**config.mk**
```make
export PLATFORM = sky130hd
export DESIGN_NAME = icache
export DESIGN_NICKNAME = d
export VERILOG_FILES = /design/src/rtl/icache.sv
export SDC_FILE = /design/constraint.sdc
export NUM_CORES = 1
export LEC_CHECK = 0
export CORE_MARGIN = 2
export CORE_UTILIZATION = 28
export CTS_BUF_LIST = sky130_fd_sc_hd__clkbuf_4 sky130_fd_sc_hd__clkbuf_8
export DETAILED_ROUTE_END_ITERATION = 7
export HOLD_SLACK_MARGIN = 0.15
export SYNTH_ARGS = -nofsm -noshare
export SYNTH_HDL_FRONTEND = slang
export SYNTH_SLANG_ARGS = --single-unit
export TNS_END_PERCENT = 10
```
**constraint.sdc**
```tcl
create_clock -name CLK -period 6 [get_ports CLK]
set_clock_uncertainty 0.05 [all_clocks]
set_input_delay 1.2 -clock CLK [delete_from_list [all_inputs] [get_ports CLK]]
set_output_delay 1.2 -clock CLK [all_outputs]
set_load 0.01 [all_outputs]
```
**src/rtl/icache.sv**
```systemverilog
// icache: direct-mapped, read-only instruction cache with one-word blocks.
// Defining ICACHE_STATS_EN adds saturating hit_count/miss_count outputs.
module icache #(
    parameter int unsigned SETS = 16
) (
    input  logic        CLK,
    input  logic        nRST,
    input  logic        imemREN,
    input  logic [31:0] imemaddr,
    output logic        ihit,
    output logic [31:0] imemload,
    output logic        iREN,
    output logic [31:0] iaddr,
    input  logic        iwait,
    input  logic [31:0] iload
`ifdef ICACHE_STATS_EN
    ,
    output logic [31:0] hit_count,
    output logic [31:0] miss_count
`endif
);
    localparam int unsigned IDX_W = $clog2(SETS);
    localparam int unsigned TAG_W = 32 - IDX_W - 2;

    typedef enum logic {
        IDLE  = 1'b0,
        FETCH = 1'b1
    } state_t;

    state_t           r_state;
    logic [SETS-1:0]  r_valid;
    logic [TAG_W-1:0] r_tag  [SETS];
    logic [31:0]      r_data [SETS];
    logic             r_iren;
    logic [31:0]      r_iaddr;

    logic [IDX_W-1:0] w_idx;
    logic [TAG_W-1:0] w_tag;
    logic [IDX_W-1:0] w_miss_idx;
    logic [TAG_W-1:0] w_miss_tag;
    logic             w_hit;
    logic             w_miss;
    logic             w_fill;
    logic             w_unused;

    assign w_idx      = imemaddr[IDX_W+1:2];
    assign w_tag      = imemaddr[31:IDX_W+2];
    assign w_unused   = &{1'b0, imemaddr[1:0]};

    // r_iaddr doubles as the latched miss address; it is only nonzero in FETCH.
    assign w_miss_idx = r_iaddr[IDX_W+1:2];
    assign w_miss_tag = r_iaddr[31:IDX_W+2];

    assign w_hit  = (r_state == IDLE) && imemREN && r_valid[w_idx] && (r_tag[w_idx] == w_tag);
    assign w_miss = (r_state == IDLE) && imemREN && !w_hit;
    assign w_fill = (r_state == FETCH) && !iwait;

    assign ihit     = w_hit;
    assign imemload = w_hit ? r_data[w_idx] : 32'd0;
    assign iREN     = r_iren;
    assign iaddr    = r_iaddr;

    // Control FSM, valid bits and the memory-side request registers.
    always_ff @(posedge CLK) begin
        if (!nRST) begin
            r_state <= IDLE;
            r_valid <= '0;
            r_iren  <= 1'b0;
            r_iaddr <= 32'd0;
        end else begin
            case (r_state)
                IDLE: begin
                    if (w_miss) begin
                        r_state <= FETCH;
                        r_iren  <= 1'b1;
                        r_iaddr <= {imemaddr[31:2], 2'b00};
                    end
                end
                FETCH: begin
                    if (!iwait) begin
                        r_state             <= IDLE;
                        r_iren              <= 1'b0;
                        r_iaddr             <= 32'd0;
                        r_valid[w_miss_idx] <= 1'b1;
                    end
                end
                default: begin
                    r_state <= IDLE;
                    r_iren  <= 1'b0;
                    r_iaddr <= 32'd0;
                end
            endcase
        end
    end

    // Tag and data arrays carry no reset; a reset during FETCH suppresses the write.
    always_ff @(posedge CLK) begin
        if (nRST && w_fill) begin
            r_tag[w_miss_idx]  <= w_miss_tag;
            r_data[w_miss_idx] <= iload;
        end
    end

`ifdef ICACHE_STATS_EN
    logic [31:0] r_hit_count;
    logic [31:0] r_miss_count;

    always_ff @(posedge CLK) begin
        if (!nRST) begin
            r_hit_count  <= 32'd0;
            r_miss_count <= 32'd0;
        end else begin
            if (w_hit && (r_hit_count != 32'hFFFF_FFFF)) begin
                r_hit_count <= r_hit_count + 32'd1;
            end
            if (w_miss && (r_miss_count != 32'hFFFF_FFFF)) begin
                r_miss_count <= r_miss_count + 32'd1;
            end
        end
    end

    assign hit_count  = r_hit_count;
    assign miss_count = r_miss_count;
`endif

endmodule
```
==> results.ini <==
[pwr]
power.switching_fraction = 0.221
power.net_switching_mw = 3.02
clock_power_share = 0.397
power.sequential.fraction = 0.553
pwr_density_cell_nw_per_um2 = 304
power.static_leakage_nw = 15.1
max-vdd-ir-drop_uv = 146
power_report.internal_total_mw = 10.7
power_frac_comb = 0.050
p_total_mw = 13.7

[placed_design]
pre_cts_ws_ps = -246
place.detailed.instances = 3664
placedInstanceArea_um2 = 41900
routabilityCongestion = 0.770
port_buffers = 129
detailed_place_hpwl_um = 51200

[sta]
drv_slew = 0
hold_viol_final = 0
rsz0062_at_grt = false
timing_worst_slew_pin_value_ps = 1150
relSlewSlack = 0.235
final_critical_path_setup_slack_ps = 218
fmax_mhz = 173
timing.final.setup_violations = 0
total_negative_slack_for_setup_checks_ps = 0
final_min_period_over_clock_period = 0.964
final.hold.worst_slack_ps = 404
final_period_minus_worst_setup_slack_ps = 5780

[cells_and_area]
mostFrequentLayoutCell = sky130_fd_sc_hd__edfxtp_1
utilization_after_layout = 0.336
post_route_cells_drive_above_1_share = 0.272
final.fill_count = 12500
design.final.nets = 2119
area.growth.synth_to_final_pct = 18.9
final_cell_mix = 928 x sky130_fd_sc_hd__edfxtp_1, 233 x sky130_fd_sc_hd__mux4_2, 159 x sky130_fd_sc_hd__clkbuf_8, 107 x sky130_fd_sc_hd__mux2i_1
multi_input_logic_area_um2 = 8580
seq_area_um2 = 28800
final_instance_count_excl_fillers = 3943
final_design_area_no_fill_um2 = 44900

[floorplan]
rows = 134
die_h_um = 371
io_pins = 134
core_region_area_um2 = 134000
design.die.area_um2 = 138000
floorplan.die.width_um = 371
floorplan.initialDensity = 0.283

[cts]
cts_post_setup_buffers_inserted = 0
ctsLongestPathBuffers = 3
cts_max_level = 4
cts_num_sinks = 976
cts.reportedPaths.clkPinSlew_ps = 60
worstSkewPairLatency_ps = 840
tritoncts = built
number_of_cts_inserted_buffers = 152
cts_hold_repair.buffers = 0
cts_root_buffer = sky130_fd_sc_hd__clkbuf_8

[worst_setup_path]
worst_r2r_startpoint = r_tag[11][10]
critical_path.endpoint_type = output pin
worst-path-max-fanout = 10
critical_path_at_ps = 4530
worstReg2RegEnd = iaddr[28]
r2r_setup_slack_ps = 2390
worst-r2r-cell-count = 10
setup.worst_path.class = in -> out
cp_data_required_time_ps = 4750
critical_path.startpoint_type = input pin

[global_routing]
grt_pass1_vias = 19700
antenna_found_initial = 11
groute.usage.overall = 0.136
grt_start_max_net_pins = 109
global_route_wire_length_before_repair_um = 135000
grt-ovfl-total = 0

[logic_synthesis]
count_of_different_cell_masters_after_synthesis = 60
postSynthRegisterBits = 976
synth-edff-count = 928
yosysWarnings = 0
yosysSeqAreaShare = 0.762
synth-async-reset-ratio = 0
synth-main-ff-cell = sky130_fd_sc_hd__edfxtp_1
post_synth_instance_area_um2 = 37800
post_synth.cell_area_avg_um2 = 21.3
postSynthCellCount = 1779

[drt]
wl_per_cell_um = 24.0
detail_route.iter0.violations = 1764
routed_wl_um = 94700
drt_first_pass_iters = 5
vias = 18600
drt_drc_violations_left = 0
remaining_antenna_violation_count = 0
route.detailed.vias_per_inst = 4.73

[outcome]
run_status = completed

[worst_hold_path]
hold_start = r_valid[6]
worst_hold_stages = 1
hold_path_sink = r_valid[6]
holdCritPathClass = reg -> reg

[job]
timing.max_cap.violations = 0

[synthesized netlist by cell type (all sizes together) (11+ instances only)]
library cell / n / area share
a21o: 16 / 0.0032
a21oi: 14 / 0.0019
a22oi: 29 / 0.0058
buf: 49 / 0.0087
clkbuf: 49 / 0.0049
dfxtp: 48 / 0.025
edfxtp: 928 / 0.74
inv: 11 / 0.0011
mux2i: 107 / 0.028
mux4: 233 / 0.14
nand2: 92 / 0.0091
nor2: 25 / 0.0025
nor2b: 36 / 0.0060
o21ai: 12 / 0.0016
[cells by family after synthesis]
family                    count (synthesis)  share of synthesized area
xor gates and xnor gates                 15                    0.00347
muxes                                   341                      0.167
other                                     1                  0.0000992
buffers and inverters                   110                     0.0147
AOI/OAI and AO/OA                       115                     0.0223
DFF                                     976                      0.762
and+or+nand+nor                         221                     0.0296
[power by group through the flow]
stage	combinational (mW)	clock [mW]	sequential [mW]
2_1_floorplan	0.401	0	7.68
3_3_place_gp	0.681	0	7.69
3_5_place_dp	0.693	0	7.70
4_1_cts	0.701	5.57	7.56
5_1_grt	0.737	5.84	7.56
6_report	0.690	5.42	7.56
[how the worst max path moves through the flow]
stage | startpoint | to | slack (ps)
floorplan | iwait | r_data[3][0] | -190
global placement | imemaddr[3] | imemload[18] | -220
detailed placement | imemaddr[3] | imemload[7] | -250
CTS | imemaddr[2] | imemload[1] | 10
global route | imemaddr[2] | ihit | 50
finish | imemaddr[2] | ihit | 220
[final cells by class]
cell class,count,area share
diodes,4,0.000223
repair buffers,215,0.0519
clock inverters,70,0.00938
clock buffers,204,0.0561
flip-flops and latches,976,0.641
multi-input cells,694,0.191
inverters,12,0.00106
well taps,1768,0.0492
[routing by layer]
metal,GRT usage,wire length (um),vias to the layer above
met5,0,60,-
met4,0.0487,2350,10
met3,0.0302,5280,162
met2,0.225,46200,568
met1,0.177,40800,9935
li1,-,-,7970
[what timing repair did]
item                                    in CTS  in global routing
endpoints found under the setup margin      33                 30
cloned                                       1                  0
pin swaps                                    0                  1
gates resized for setup                      8                 30
[state kept, by name, indices dropped and copies added (netlist names)]
signal and flops:
iREN 1, iaddr 30, r_data 512, r_state 1
r_tag 416, r_valid 16
[critical path, cell delays in order]
cell and delay [ps]:
sky130_fd_sc_hd__buf_8 120, sky130_fd_sc_hd__buf_6 160, sky130_fd_sc_hd__mux4_2 510, sky130_fd_sc_hd__mux4_2 500, sky130_fd_sc_hd__xor2_1 180, sky130_fd_sc_hd__a31oi_2 270, sky130_fd_sc_hd__buf_4 160, sky130_fd_sc_hd__nand4_1 100
sky130_fd_sc_hd__nor4_2 230, sky130_fd_sc_hd__buf_4 200, sky130_fd_sc_hd__nand3_4 120, sky130_fd_sc_hd__buf_12 190, sky130_fd_sc_hd__inv_2 40, sky130_fd_sc_hd__clkdlybuf4s50_1 520
Power figures use the tool's default switching activity.
==> edit 1 (same flow settings) <==
Build with the macro `ICACHE_STATS_EN` defined.
--- a/src/rtl/icache.sv
+++ b/src/rtl/icache.sv
@@ -1,5 +1,7 @@
 // icache: direct-mapped, read-only instruction cache with one-word blocks.
 // Defining ICACHE_STATS_EN adds saturating hit_count/miss_count outputs.
+`define ICACHE_STATS_EN
+
 module icache #(
     parameter int unsigned SETS = 16
 ) (
Check against the original RTL (old outputs only; new: hit_count and miss_count): no difference found for any inputs over 4 cycles, from zero or initial values and one cycle with nRST low; that may be too few to reach the edited logic, so the function may still have changed.
==> edit 1 against the unedited design <==
Core utilization rose by 0.14 points. Total power rose by 6.6%. Clock power increased by 7.9%. Area after synthesis rose by 9.2%. Combinational power is 7.5% higher. Routed wire length rose by 13%. Sequential cell count up 64. Global-route usage grew 0.22 points. Setup slack got worse by 120 ps. Cell area up 9.6%. Synthesized cell count up 20%. Largest power group unchanged.
==> edit 1: results (changes against the unedited design) <==
- The tree is rooted in a sky130_fd_sc_hd__clkbuf_8.
- The sequential share of the synthesized area came to 0.729 (-0.0332).
- The largest registers in the layout are r_data: 512 flops, r_tag: 416 flops.
- The critical-path maximum fanout is 13 (+3).
- The post-detailed-placement half-perimeter wirelength is 61.0 mm (+19%).
- In this run the worst hold path is classified as reg2reg.
- The count of fill cells added during filler insertion came to 13.9k (+11%).
- The share of synthesized registers carrying an async set or reset was 0 (unchanged).
- The worst supply voltage drop on vdd is 0.000166 V (+14%).
- The instance count along the most critical hold path is 1 (unchanged).
- The deepest level of the CTS H-tree is 4 (unchanged).
- The buffer depth of the longest clock path is 3 (unchanged).
- The number of buffers added by the clock tree synthesis step is 156 (+2.6%).
- The initial antenna violation count was 19 (+8).
- The tightest hold margin is 399 ps (-4.60 ps).
- The worst hold endpoint is r_valid[5].
- The number of vias per cell came to 4.85 (+2.5%).
- The ratio of cells with drive above 1 in the final layout is 0.244 (-0.0281).
- The worst reg2reg path endpoint is iaddr[24].
- The register with the most flip-flops is r_data.
- The longest individual stage delay on the worst path is 560 ps (+40 ps).
- The net switching power figure was 3240 uW (+7.3%).
- The number of warnings printed during yosys synthesis came to 0 (unchanged).
- The arrival time of the worst setup path is 4650 ps (+120 ps).
- The leakage power summed over all cells is 0.0160 uW (+5.9%).
- The reg-to-reg critical path startpoint is r_tag[9][24].
- The overall routing resource usage came to 0.139 (+0.00224).
- The run finished with clean final reports.
- The number of cells on the worst reg-to-reg path was 10 (unchanged).
- The count of flip-flops with a built-in enable after synthesis is 928 (unchanged).
- The routability-driven placement congestion ratio is 0.792 (+2.9%).
- By area the synthesized netlist is led by sky130_fd_sc_hd__edfxtp_1, sky130_fd_sc_hd__mux4_2, sky130_fd_sc_hd__dfxtp_1.
- The total wire length is 107 mm (+13%).
- The residual antenna-violating net count after detailed routing is 0 (unchanged).
- The wire length of the first global-routing pass is 153 mm (+13%).
- The number of DRC violations after detailed-routing iteration 0 was 1699 (-3.7%).
- The critical hold path startpoint is r_valid[5].
- The slew at the pin with the worst max-slew slack is 1170 ps (+28.6 ps).
- The clock-pin slew reported for the worst setup and hold paths after clock tree synthesis is 60 ps (about the same).
- The number of unique standard cell types used by synthesis is 78 (+30%).
- The primary flip-flop cell chosen by synthesis mapping is sky130_fd_sc_hd__edfxtp_1.
- The number of iterations in the first detailed-routing pass is 5 (unchanged).
- The placed cell area is 0.0460 mm2 (+9.8%).
- The via count of the first global-routing pass is 21.8k (+11%).
- The total number of nets in the final design is 2547 (+20%).
- The max capacitance violation total is 0 (unchanged).
- The minimum setup slack among reg-to-reg paths was 1970 ps (-420 ps).
- The count of input and output buffers is 193 (+50%).
- The maximum number of pins on one net before global-route repair is 99 (-9.2%).
- By count the netlist is led by sky130_fd_sc_hd__edfxtp_1, sky130_fd_sc_hd__mux4_2, sky130_fd_sc_hd__dfxtp_1.
- The standard cell with the maximum stage delay on the critical path is sky130_fd_sc_hd__mux4_1.
- The insertion delay of the later-clocked pin in the worst-skew pair is 860 ps (+20 ps).
## edit 1: cell types whose count changed after synthesis, sizes merged, moves of 20 or more
| cell | before | now |
|---|---|---|
| or3 | 7 | 33 |
| mux2i | 107 | 64 |
| nand2b | 5 | 25 |
| dfxtp | 48 | 112 |
| nand3 | 6 | 78 |
| o21ai | 12 | 67 |
| a21oi | 14 | 47 |
## edit 1: cells by family (layout without fill, tap and decap cells)
family / after synthesis / after routing / share of synthesized area
other: 1 / 4 / 0.0000908
buffers and inverters: 131 / 597 / 0.0209
muxes: 330 / 330 / 0.158
xor gates and xnor gates: 25 / 25 / 0.00549
DFF: 1040 / 1040 / 0.729
adders and majority gates: 2 / 2 / 0.000606
and+or+nand+nor: 406 / 406 / 0.0546
AOI/OAI and AO/OA: 203 / 203 / 0.0309
## edit 1: worst max path at each step
stage | startpoint | endpoint | slack, ps | cells after the start
floorplan | iwait | r_data[1][0] | -280 | 5
global placement | imemaddr[2] | imemload[18] | 100 | 14
detailed placement | imemaddr[2] | imemload[18] | 40 | 13
CTS | imemaddr[2] | imemload[18] | 10 | 14
global route | imemaddr[2] | imemload[13] | -4 | 13
finish | imemaddr[2] | imemload[30] | 100 | 12
## edit 1: what timing repair did
action | 4_1_cts | 5_1_grt
endpoints found under the setup margin | 0 | 33
gates resized for setup | 0 | 10
hold buffers | 0 | 0
setup buffers | 0 | 3
## edit 1: final cells by class
class | instances | area share
Tap cell | 1917 | 0.0487
Multi-Input combinational cell | 968 | 0.213
Antenna cell | 2 | 0.000102
Clock buffer | 221 | 0.0552
Inverter | 12 | 0.000914
Clock inverter | 65 | 0.00904
Sequential cell | 1040 | 0.611
Timing Repair Buffer | 299 | 0.0622
## edit 1: power groups by stage
stage,logic (uW),clock network (uW),registers (uW)
6_report,742,5850,7980
3_5_place_dp,751,0,8130
5_1_grt,796,6370,7980
4_1_cts,754,6030,7980
2_1_floorplan,437,0,8110
3_3_place_gp,748,0,8130
## edit 1: per-stage QoR
step / util / setup WS (ps) / instances / setup TNS (ps)
5_1_grt: 0.337 / -3.62 / 4523 / -8.46
4_1_cts: 0.336 / 12.3 / 4517 / 0
2_1_floorplan: - / -282 / 2139 / -45360
3_5_place_dp: 0.315 / 44.6 / 4231 / 0
6_report: 0.337 / 99.3 / 4524 / 0
3_3_place_gp: 0.315 / 95.3 / 4231 / 0
## edit 1: worst max-delay path: cells and delay by family
family	cells	cell delay (ps)
mux	2	1100
simple gates	4	810
xor+xnor	1	240
buf+inv	5	1250
## edit 1: routing by layer
layer	part of all wire	track usage	routed length, um
met1	0.44	0.191	47100
met4	0.018	0.0419	1930
met5	0.00093	0	99
met3	0.066	0.0324	7070
met2	0.47	0.217	50700
==> edit 2 (same flow settings) <==
Without the edit above. Change the parameter `SETS` from 16 to 32.
--- a/src/rtl/icache.sv
+++ b/src/rtl/icache.sv
@@ -1,7 +1,7 @@
 // icache: direct-mapped, read-only instruction cache with one-word blocks.
 // Defining ICACHE_STATS_EN adds saturating hit_count/miss_count outputs.
 module icache #(
-    parameter int unsigned SETS = 16
+    parameter int unsigned SETS = 32
 ) (
     input  logic        CLK,
     input  logic        nRST,
Check against the original RTL: not settled (the Yosys comparison gave no result); the edit may change what the design does.
==> edit 2 against the unedited design <==
Area after synthesis up 91%. Clock power up 100%. Setup slack worse by 120 ps. Maximum frequency down 2.1%. Cell area up 91%. Die area up 90%. Routed wire length up 110%. Count of clock-buffer cells in the layout up 241. Sequential share of layout area up 1.1 points. Sequential cell count up 912. Total power up 96%. Combinational power up 90%. Global-route usage up 0.89 points. Non-clock buffer count up 172. Largest power group unchanged.
==> edit 2: results (changes against the unedited design) <==
- The post-detailed-placement half-perimeter wirelength is 106 mm (+110%).
- The number of instances in the placed design was 6786 (+85%).
- The placed cell area is 0.0797 mm2 (+90%).
- The number of iterations in the first detailed-routing pass is 6 (+1).
- The net switching power figure is 5790 uW (+92%).
- The count of input and output buffers is 129 (unchanged).
- The leakage power summed over all cells is 0.0281 uW (+86%).
- The worst hold path belongs to the class reg2reg.
- The number of DRC violations after detailed-routing iteration 0 is 3410 (+93%).
- The via count of the first global-routing pass is 36.8k (+87%).
- The startpoint identified for the worst hold timing path is r_valid[2].
- The worst supply voltage drop on vdd is 0.000167 V (+15%).
- The routability-driven placement congestion ratio is 0.746 (-3.1%).
- In the post-synthesis netlist, the biggest area contributors are sky130_fd_sc_hd__edfxtp_1, sky130_fd_sc_hd__mux4_2, sky130_fd_sc_hd__mux2i_1.
- The share of synthesized registers carrying an async set or reset is 0 (unchanged).
- The buffer depth of the longest clock path is 4 (+1).
- The insertion delay of the later-clocked pin in the worst-skew pair is 1020 ps (+180 ps).
- The tree is rooted in a sky130_fd_sc_hd__clkbuf_8.
- The total wire length is 195 mm (+110%).
- In this run the worst setup path begins at imemaddr[4].
- The sequential cell area in the final layout was 0.0561 mm2 (+94%).
- The count of flip-flops with a built-in enable after synthesis came to 1824 (+97%).
- The arrival time of the worst setup path was 4660 ps (+130 ps).
- The number of vias per cell is 4.85 (+2.6%).
- The maximum number of pins on one net before global-route repair came to 106 (-2.8%).
- The reg-to-reg critical path startpoint is r_tag[4][13].
- The synthesized area per cell is 22.6 um2 (+6.3%).
- The largest registers in the layout are r_data: 1024 flops, r_tag: 800 flops, r_valid: 32 flops.
- The wire length of the first global-routing pass is 273 mm (+100%).
- The ratio of cells with drive above 1 in the final layout is 0.340 (+0.0675).
- The total number of nets in the final design is 3800 (+79%).
- The number of buffers added by the clock tree synthesis step is 322 (+110%).
- Among all flip-flop cells after synthesis, the most frequent one is sky130_fd_sc_hd__edfxtp_1.
- The worst relative slew slack was 0.121 (-0.114).
- Sorting the synthesized cells by how often they occur yields sky130_fd_sc_hd__edfxtp_1, sky130_fd_sc_hd__mux4_2, sky130_fd_sc_hd__nand2_1.
- The overall routing resource usage is 0.145 (+0.00894).
- The final cell count without fillers was 7346 (+86%).
- The count of fill cells added during filler insertion is 23.9k (+91%).
- The clock-pin slew reported for the worst setup and hold paths after clock tree synthesis is 60 ps (about the same).
- The critical-path maximum fanout is 19 (+9).
- The deepest level of the CTS H-tree is 5 (+1).
- The number of warnings printed during yosys synthesis is 0 (unchanged).
- The initial antenna violation count came to 13 (+2).
- The number of unique standard cell types used by synthesis was 50 (-17%).
- The sequential share of the synthesized area came to 0.775 (+0.0130).
- The run finished with clean final reports.
-- edit 2: logic make-up after synthesis --
| group | Yosys count | share of synthesized area |
|---|---|---|
| flops | 1888 | 0.775 |
| other cells | 1 | 0.0000519 |
| simple gates | 278 | 0.0174 |
| compound gates | 195 | 0.0201 |
| xor+xnor | 25 | 0.00303 |
| buf+inv | 186 | 0.0134 |
| mux | 627 | 0.171 |
-- edit 2: critical path, stage by stage --
cell,delay [ps]
sky130_fd_sc_hd__buf_4,210
sky130_fd_sc_hd__buf_4,220
sky130_fd_sc_hd__and2_1,180
sky130_fd_sc_hd__buf_12,160
sky130_fd_sc_hd__buf_4,170
sky130_fd_sc_hd__a221oi_1,370
sky130_fd_sc_hd__a22o_1,250
sky130_fd_sc_hd__o21a_1,140
sky130_fd_sc_hd__o221ai_1,100
sky130_fd_sc_hd__and2_1,190
sky130_fd_sc_hd__nand4b_1,300
sky130_fd_sc_hd__or2_4,390
sky130_fd_sc_hd__buf_12,200
sky130_fd_sc_hd__a21oi_2,210
sky130_fd_sc_hd__dlygate4sd2_1,290
-- edit 2: power by group through the flow --
| stage | Sequential, uW | Combinational, uW | Clock (uW) |
|---|---|---|---|
| global placement | 14800 | 1290 | 0 |
| floorplan | 14800 | 720 | 0 |
| detailed placement | 14800 | 1300 | 0 |
| CTS | 14600 | 1320 | 11200 |
| finish | 14600 | 1310 | 11000 |
| global route | 14600 | 1400 | 11800 |
-- edit 2: worst paths after layout --
| path | end | slack (ps) | cells after the start |
|---|---|---|---|
| min | r_valid[2] | 400 | 1 |
| min reg2reg | r_valid[2] | 400 | 1 |
| max | imemload[6] | 90 | 15 |
| max reg2reg | iaddr[22] | 2410 | 13 |
-- edit 2: cell type report --
cell class | count | share of cell area
multi-input cells | 1127 | 0.182
clock buffers | 445 | 0.0634
flip-flops and latches | 1888 | 0.652
diodes | 3 | 0.0000873
repair buffers | 387 | 0.0465
well taps | 3384 | 0.0492
clock inverters | 106 | 0.00643
inverters | 6 | 0.000320
-- edit 2: routing by layer --
layer | routed length (um) | track usage
met1 | 79800 | 0.188
met2 | 97400 | 0.245
met3 | 12600 | 0.0297
met4 | 4890 | 0.0439
met5 | 49 | 0
-- edit 2: repair_timing --
action	in CTS	in global routing
cloned	2	2
pin swaps	5	1
endpoints found under the setup margin	33	29
hold buffers	0	0
gates resized for setup	46	26
setup buffers	2	0
-- edit 2: stage by stage --
stage | worst slack [ps] | hold WS [ps] | setup TNS (ps)
after floorplan | 875 | 371 | 0
after global placement | -449 | 377 | -10370
after detailed placement | -418 | 384 | -9470
after CTS | -234 | 391 | -421
after global routing | -12.1 | 415 | -36.1
final | 93.2 | 399 | 0
